## config.mk

```make
export PLATFORM = sky130hd
export DESIGN_NAME = regfile_sb_flat
export DESIGN_NICKNAME = d
export VERILOG_FILES = /design/src/rtl/regfile_sb_if.sv /design/src/rtl/regfile_sb.sv /design/src/flat_wrapper.sv
export SDC_FILE = /design/constraint.sdc
export NUM_CORES = 1
export LEC_CHECK = 0
export CORE_ASPECT_RATIO = 1.5
export CORE_MARGIN = 5
export CORE_UTILIZATION = 61
export DETAILED_ROUTE_END_ITERATION = 6
export PLACE_DENSITY = 0.8
export SYNTH_ARGS = -nofsm -noshare
export SYNTH_HDL_FRONTEND = slang
export SYNTH_SLANG_ARGS = --single-unit
```

## constraint.sdc

```tcl
create_clock -name clk -period 4.6 [get_ports clk]
set_input_delay 0.92 -clock clk [delete_from_list [all_inputs] [get_ports clk]]
set_output_delay 0.92 -clock clk [all_outputs]
set_load 0.005 [all_outputs]
```

## src/rtl/regfile_sb_if.sv

```systemverilog
// Register file port bundle: writeback, issue and two read ports.
// Master drives requests, slave returns read data and scoreboard state.
interface regfile_sb_if #(
  parameter int WIDTH = 16,
  parameter int DEPTH = 16
);
  localparam int AW = $clog2(DEPTH);
  localparam int CW = AW + 1;

  logic             wr_en;
  logic [AW-1:0]    wr_addr;
  logic [WIDTH-1:0] wr_data;
  logic             issue_en;
  logic [AW-1:0]    issue_addr;
  logic             rd_en1;
  logic             rd_en2;
  logic [AW-1:0]    rd_addr1;
  logic [AW-1:0]    rd_addr2;
  logic [WIDTH-1:0] rd_data1;
  logic [WIDTH-1:0] rd_data2;
  logic             rd_busy1;
  logic             rd_busy2;
  logic [CW-1:0]    busy_cnt;

  modport master (
    output wr_en, wr_addr, wr_data,
    output issue_en, issue_addr,
    output rd_en1, rd_en2,
    output rd_addr1, rd_addr2,
    input  rd_data1, rd_data2,
    input  rd_busy1, rd_busy2,
    input  busy_cnt
  );

  modport slave (
    input  wr_en, wr_addr, wr_data,
    input  issue_en, issue_addr,
    input  rd_en1, rd_en2,
    input  rd_addr1, rd_addr2,
    output rd_data1, rd_data2,
    output rd_busy1, rd_busy2,
    output busy_cnt
  );
endinterface

```

## src/rtl/regfile_sb.sv

```systemverilog
// Register file with write-through bypass and a per-register
// busy scoreboard for RAW hazard detection at decode.
module regfile_sb #(
  parameter int WIDTH    = 16,
  parameter int DEPTH    = 16,
  parameter bit ZERO_REG = 1'b1
) (
  input  logic         clk,
  input  logic         rst,
  regfile_sb_if.slave  bus
);
  localparam int AW = $clog2(DEPTH);
  localparam int CW = AW + 1;

  logic [WIDTH-1:0] regs [DEPTH];
  logic [DEPTH-1:0] busy;
  logic [DEPTH-1:0] busy_nxt;
  logic [CW-1:0]    cnt;
  logic [CW-1:0]    cnt_nxt;

  logic wr_ok;
  logic iss_ok;
  logic same;
  logic clr;
  logic inc;
  logic dec;

  assign wr_ok  = bus.wr_en &&
                  !(ZERO_REG && (bus.wr_addr == '0));
  assign iss_ok = bus.issue_en &&
                  !(ZERO_REG && (bus.issue_addr == '0));
  assign same   = bus.wr_addr == bus.issue_addr;

  // The newer producer wins when write and issue collide.
  assign clr = wr_ok && !(iss_ok && same);
  assign inc = iss_ok && !busy[bus.issue_addr];
  assign dec = clr && busy[bus.wr_addr];

  always_comb begin
    busy_nxt = busy;
    if (clr)
      busy_nxt[bus.wr_addr] = 1'b0;
    if (iss_ok)
      busy_nxt[bus.issue_addr] = 1'b1;
  end

  assign cnt_nxt = cnt + CW'(inc) - CW'(dec);

  always_ff @(posedge clk) begin
    if (!rst) begin
      for (int i = 0; i < DEPTH; i++)
        regs[i] <= '0;
      busy <= '0;
      cnt  <= '0;
    end else begin
      if (wr_ok)
        regs[bus.wr_addr] <= bus.wr_data;
      busy <= busy_nxt;
      cnt  <= cnt_nxt;
    end
  end

  assign bus.busy_cnt = cnt;

  logic             ren   [2];
  logic [AW-1:0]    raddr [2];
  logic [WIDTH-1:0] rdata [2];
  logic             rbusy [2];

  assign ren[0]   = bus.rd_en1;
  assign ren[1]   = bus.rd_en2;
  assign raddr[0] = bus.rd_addr1;
  assign raddr[1] = bus.rd_addr2;

  for (genvar p = 0; p < 2; p++) begin : g_rd
    logic zr;
    logic hit;

    assign zr  = ZERO_REG && (raddr[p] == '0);
    assign hit = wr_ok && (bus.wr_addr == raddr[p]);

    always_comb begin
      rdata[p] = '0;
      rbusy[p] = 1'b0;
      if (ren[p] && !zr) begin
        rdata[p] = hit ? bus.wr_data : regs[raddr[p]];
        rbusy[p] = busy[raddr[p]] && !hit;
      end
    end
  end

  assign bus.rd_data1 = rdata[0];
  assign bus.rd_data2 = rdata[1];
  assign bus.rd_busy1 = rbusy[0];
  assign bus.rd_busy2 = rbusy[1];
endmodule

```

## src/flat_wrapper.sv

```systemverilog
// flat-port wrapper written by rule: the top's interface ports become plain ports
module regfile_sb_flat 
#(
  parameter int WIDTH    = 16,
  parameter int DEPTH    = 16,
  parameter bit ZERO_REG = 1'b1
)
  (clk, rst, bus_wr_en, bus_wr_addr, bus_wr_data, bus_issue_en, bus_issue_addr, bus_rd_en1, bus_rd_en2, bus_rd_addr1, bus_rd_addr2, bus_rd_data1, bus_rd_data2, bus_rd_busy1, bus_rd_busy2, bus_busy_cnt);
  regfile_sb_if #(.WIDTH(WIDTH), .DEPTH(DEPTH)) bus_i ();
  input  logic clk;
  input  logic rst;
  input wire logic [$bits(bus_i.wr_en)-1:0] bus_wr_en;
  input wire logic [$bits(bus_i.wr_addr)-1:0] bus_wr_addr;
  input wire logic [$bits(bus_i.wr_data)-1:0] bus_wr_data;
  input wire logic [$bits(bus_i.issue_en)-1:0] bus_issue_en;
  input wire logic [$bits(bus_i.issue_addr)-1:0] bus_issue_addr;
  input wire logic [$bits(bus_i.rd_en1)-1:0] bus_rd_en1;
  input wire logic [$bits(bus_i.rd_en2)-1:0] bus_rd_en2;
  input wire logic [$bits(bus_i.rd_addr1)-1:0] bus_rd_addr1;
  input wire logic [$bits(bus_i.rd_addr2)-1:0] bus_rd_addr2;
  output wire logic [$bits(bus_i.rd_data1)-1:0] bus_rd_data1;
  output wire logic [$bits(bus_i.rd_data2)-1:0] bus_rd_data2;
  output wire logic [$bits(bus_i.rd_busy1)-1:0] bus_rd_busy1;
  output wire logic [$bits(bus_i.rd_busy2)-1:0] bus_rd_busy2;
  output wire logic [$bits(bus_i.busy_cnt)-1:0] bus_busy_cnt;
  assign bus_i.wr_en = bus_wr_en;
  assign bus_i.wr_addr = bus_wr_addr;
  assign bus_i.wr_data = bus_wr_data;
  assign bus_i.issue_en = bus_issue_en;
  assign bus_i.issue_addr = bus_issue_addr;
  assign bus_i.rd_en1 = bus_rd_en1;
  assign bus_i.rd_en2 = bus_rd_en2;
  assign bus_i.rd_addr1 = bus_rd_addr1;
  assign bus_i.rd_addr2 = bus_rd_addr2;
  assign bus_rd_data1 = bus_i.rd_data1;
  assign bus_rd_data2 = bus_i.rd_data2;
  assign bus_rd_busy1 = bus_i.rd_busy1;
  assign bus_rd_busy2 = bus_i.rd_busy2;
  assign bus_busy_cnt = bus_i.busy_cnt;
  regfile_sb #(.WIDTH(WIDTH), .DEPTH(DEPTH), .ZERO_REG(ZERO_REG)) u_core (.clk(clk), .rst(rst), .bus(bus_i));
endmodule
```

==> impl_metrics.csv <==
group,metric,value,unit
run_status,status,"finished clean",
cells_and_area,seqCellArea,0.00811,sq mm
worst_hold_path,min_path_cells,1,
flow_run,maxCapViolCount,0,
route,wl_per_cell,27.2,um
setup_path,rr_worst_depth,11,
cells_and_area,final_cells,1662,
route,viasPerCell,6.79,
route,wl,45100,um
sta,worstMarginPinSlew,1190,ps
global_routing,grt_use_total,0.303,
global_routing,antenna_found_initial,1,
logic_synthesis,yosysSeqAreaShare,0.505,
setup_path,end_kind,"output pin",
logic_synthesis,synth_commonest_cells,"256 x edfxtp_1, 244 x and2_1, 129 x mux2i_1",
clock_tree,clock-sinks,277,
die,die_w,143,um
worst_hold_path,holdPathEnd,"u_core.busy[0]",
setup_path,required,3680,ps
cells_and_area,multi_input_area,0.00738,sq mm
sta,rsz0062_at_grt,"yes",
sta,setup_viol,0,
route,first_iter_violations,1315,
cells_and_area,finalNetCount,1355,
sta,timing.final.hold_violations,0,
logic_synthesis,syn_inst,1231,
pwr,pwr_density_cell,326,mW/mm^2
placed_design,dp_hpwl,32400,um
setup_path,cp_max_fo,16,
logic_synthesis,synth_edf_count,256,
global_routing,overflow,0,
placed_design,placedCellCount,1617,
setup_path,r2r_start,"u_core.busy[15]",
logic_synthesis,synthesis.area,0.0161,sq mm
die,fp-row-count,72,
sta,skew,7.08,ps
clock_tree,cts_setup_buffers,0,
sta,drv_slew,0,
logic_synthesis,ys_seq_elements,277,
logic_synthesis,yosysTopAreaCellShare,0.478,
logic_synthesis,synth-main-ff-cell,"edfxtp_1",
route,drc_errors,0,
clock_tree,clk_pin_slew_worst_paths,60,ps
clock_tree,cts_made_buffers,25,
placed_design,place.gp.congestion,1.00,
route,dr.pass1.iters,6,
sta,holdWs,525,ps
logic_synthesis,avgSynthCellArea,13.1,sq um
setup_path,crit_arrival,3610,ps
logic_synthesis,ys_top_cells_by_area,"edfxtp_1 48%, mux4_2 11%, and2_1 9.5%",
route,dr_total_vias,11289,
die,initial_core_util,0.622,
die,die_h,209,um
clock_tree,root_buffer,"clkbuf_16",
die,ios,77,
die,fp.dieArea,0.0298,sq mm
logic_synthesis,synth_cell_types,59,
sta,relSlewSlack,0.204,
cells_and_area,num_antenna_cells,0,
logic_synthesis,async_flop_share,0,
die,core,0.0259,sq mm
clock_tree,htree_levels,1,
placed_design,io_buffers,76,
route,ant_nets,0,
global_routing,first_global_vias,11381,
worst_hold_path,hp-class,"flip-flop to flip-flop",
cells_and_area,fillers,1783,
sta,fmax,221,MHz
pwr,leakagePower,6.46,nW
worst_hold_path,hp-start,"u_core.busy[0]",
cells_and_area,drive_above_1_share,0.178,
setup_path,worstSetupPathType,"input port to output pin",
setup_path,r2r_slack,1800,ps
setup_path,rr_endpoint,"u_core.bus.busy_cnt[4]",
sta,post-route-period-util,0.985,
logic_synthesis,synth.most_common_cell,"edfxtp_1",
clock_tree,cts_tree,"done",
clock_tree,clock_path_buffers,3,
pwr,vdd_drop_max,0.000296,V
global_routing,grt_max_degree,40,
global_routing,grt_first_pass_wirelength,68900,um
cells_and_area,syn2layout_area_growth,12.7,%
logic_synthesis,yosysWarnings,0,
clock_tree,clk_latency,540,ps
sta,fin_crit,4530,ps
setup_path,startpoint_type,"input port",
logic_synthesis,yosysTopAreaCell,"edfxtp_1",
## worst max-delay path by stage
| stage | startpoint | slack, ps | endpoint | depth (start not counted) |
|---|---|---|---|---|
| floorplan | bus_wr_addr[1] | 980 | u_core.bus.busy_cnt[4] | 13 |
| global placement | bus_rd_addr2[3] | 160 | bus_rd_data2[4] | 7 |
| detailed placement | bus_rd_addr2[3] | 90 | bus_rd_data2[10] | 7 |
| CTS | bus_rd_addr2[3] | 80 | bus_rd_data2[10] | 7 |
| global route | bus_rd_addr2[3] | -20 | bus_rd_data2[3] | 7 |
| finish | bus_rd_addr2[3] | 70 | bus_rd_data2[3] | 7 |
## power by group
group	internal [mW]	switching, mW
combinational	0.440	0.529
clock	1.04	0.918
sequential	2.90	0.0826
## cell usage in the layout (no fill, tap or decap), types with 15 or more instances in the layout
cell	netlist	layout
a31oi_1	15	15
buf_4	13	73
nand2_1	20	20
clkdlybuf4s50_1	0	70
o22ai_1	79	79
clkbuf_16	0	25
mux4_2	80	80
dfxtp_1	21	21
o31ai_1	16	16
a21oi_1	20	20
nand3_1	28	28
a211oi_1	23	23
nor2_1	16	16
mux2i_1	129	129
conb_1	1	16
and2_1	244	244
nor3_1	19	19
nor2b_1	21	20
edfxtp_1	256	256
## critical path, cell delays in order
cell	delay, ps
clkdlybuf4s50_1	640
or3b_1	440
buf_4	210
o22ai_1	220
a2111oi_1	70
a211oi_1	500
clkdlybuf4s50_1	610
## routing by layer
layer / GRT usage / vias to the layer above / share of wire
li1: - / 4865 / -
met1: 0.395 / 5617 / 0.37
met2: 0.507 / 664 / 0.50
met3: 0.0544 / 141 / 0.085
met4: 0.110 / 2 / 0.042
met5: 0 / - / 0.00016
## final cells by class
type / instances / share of cell area
clock inverter: 8 / 0.00221
sequential: 277 / 0.448
clock buffer: 37 / 0.0381
tap: 333 / 0.0230
inverter: 8 / 0.00166
multi-input combinational: 843 / 0.407
timing repair buffer: 156 / 0.0800
## logic make-up after synthesis
| logic type | share of synthesized area |
|---|---|
| AO/OA/AOI/OAI | 0.0987 |
| XOR/XNOR | 0.00872 |
| adder cells (fa/ha/maj) | 0.00514 |
| buffers and inverters | 0.0405 |
| flip-flops | 0.505 |
| multiplexers | 0.194 |
| other | 0.000233 |
| AND/OR/NAND/NOR | 0.148 |
## stage by stage
stage               utilization  setup WS [ps]  total power, mW  TNS (ps)  cell area (sq um)
CTS                       0.700           84.5             5.91         0              18100
finish                    0.701           68.0             5.91         0              18100
detailed placement        0.672           91.0             3.99         0              17400
global route              0.701          -15.4             6.08     -25.3              18100
global placement          0.672            159             3.96         0              17400
floorplan                     -            978             3.61         0              16100
## state kept, by name (all words and copies together) (netlist names)
name	flops
u_core.regs	256
u_core.busy	16
u_core.bus.busy_cnt	5
## repair_timing
| item | in CTS | in global routing |
|---|---|---|
| gates resized for setup | 0 | 2 |
| endpoints found under the hold margin | 0 | 0 |
| hold buffers | 0 | 0 |
| setup endpoints to repair | 0 | 4 |
Power figures use the tool's default switching activity.
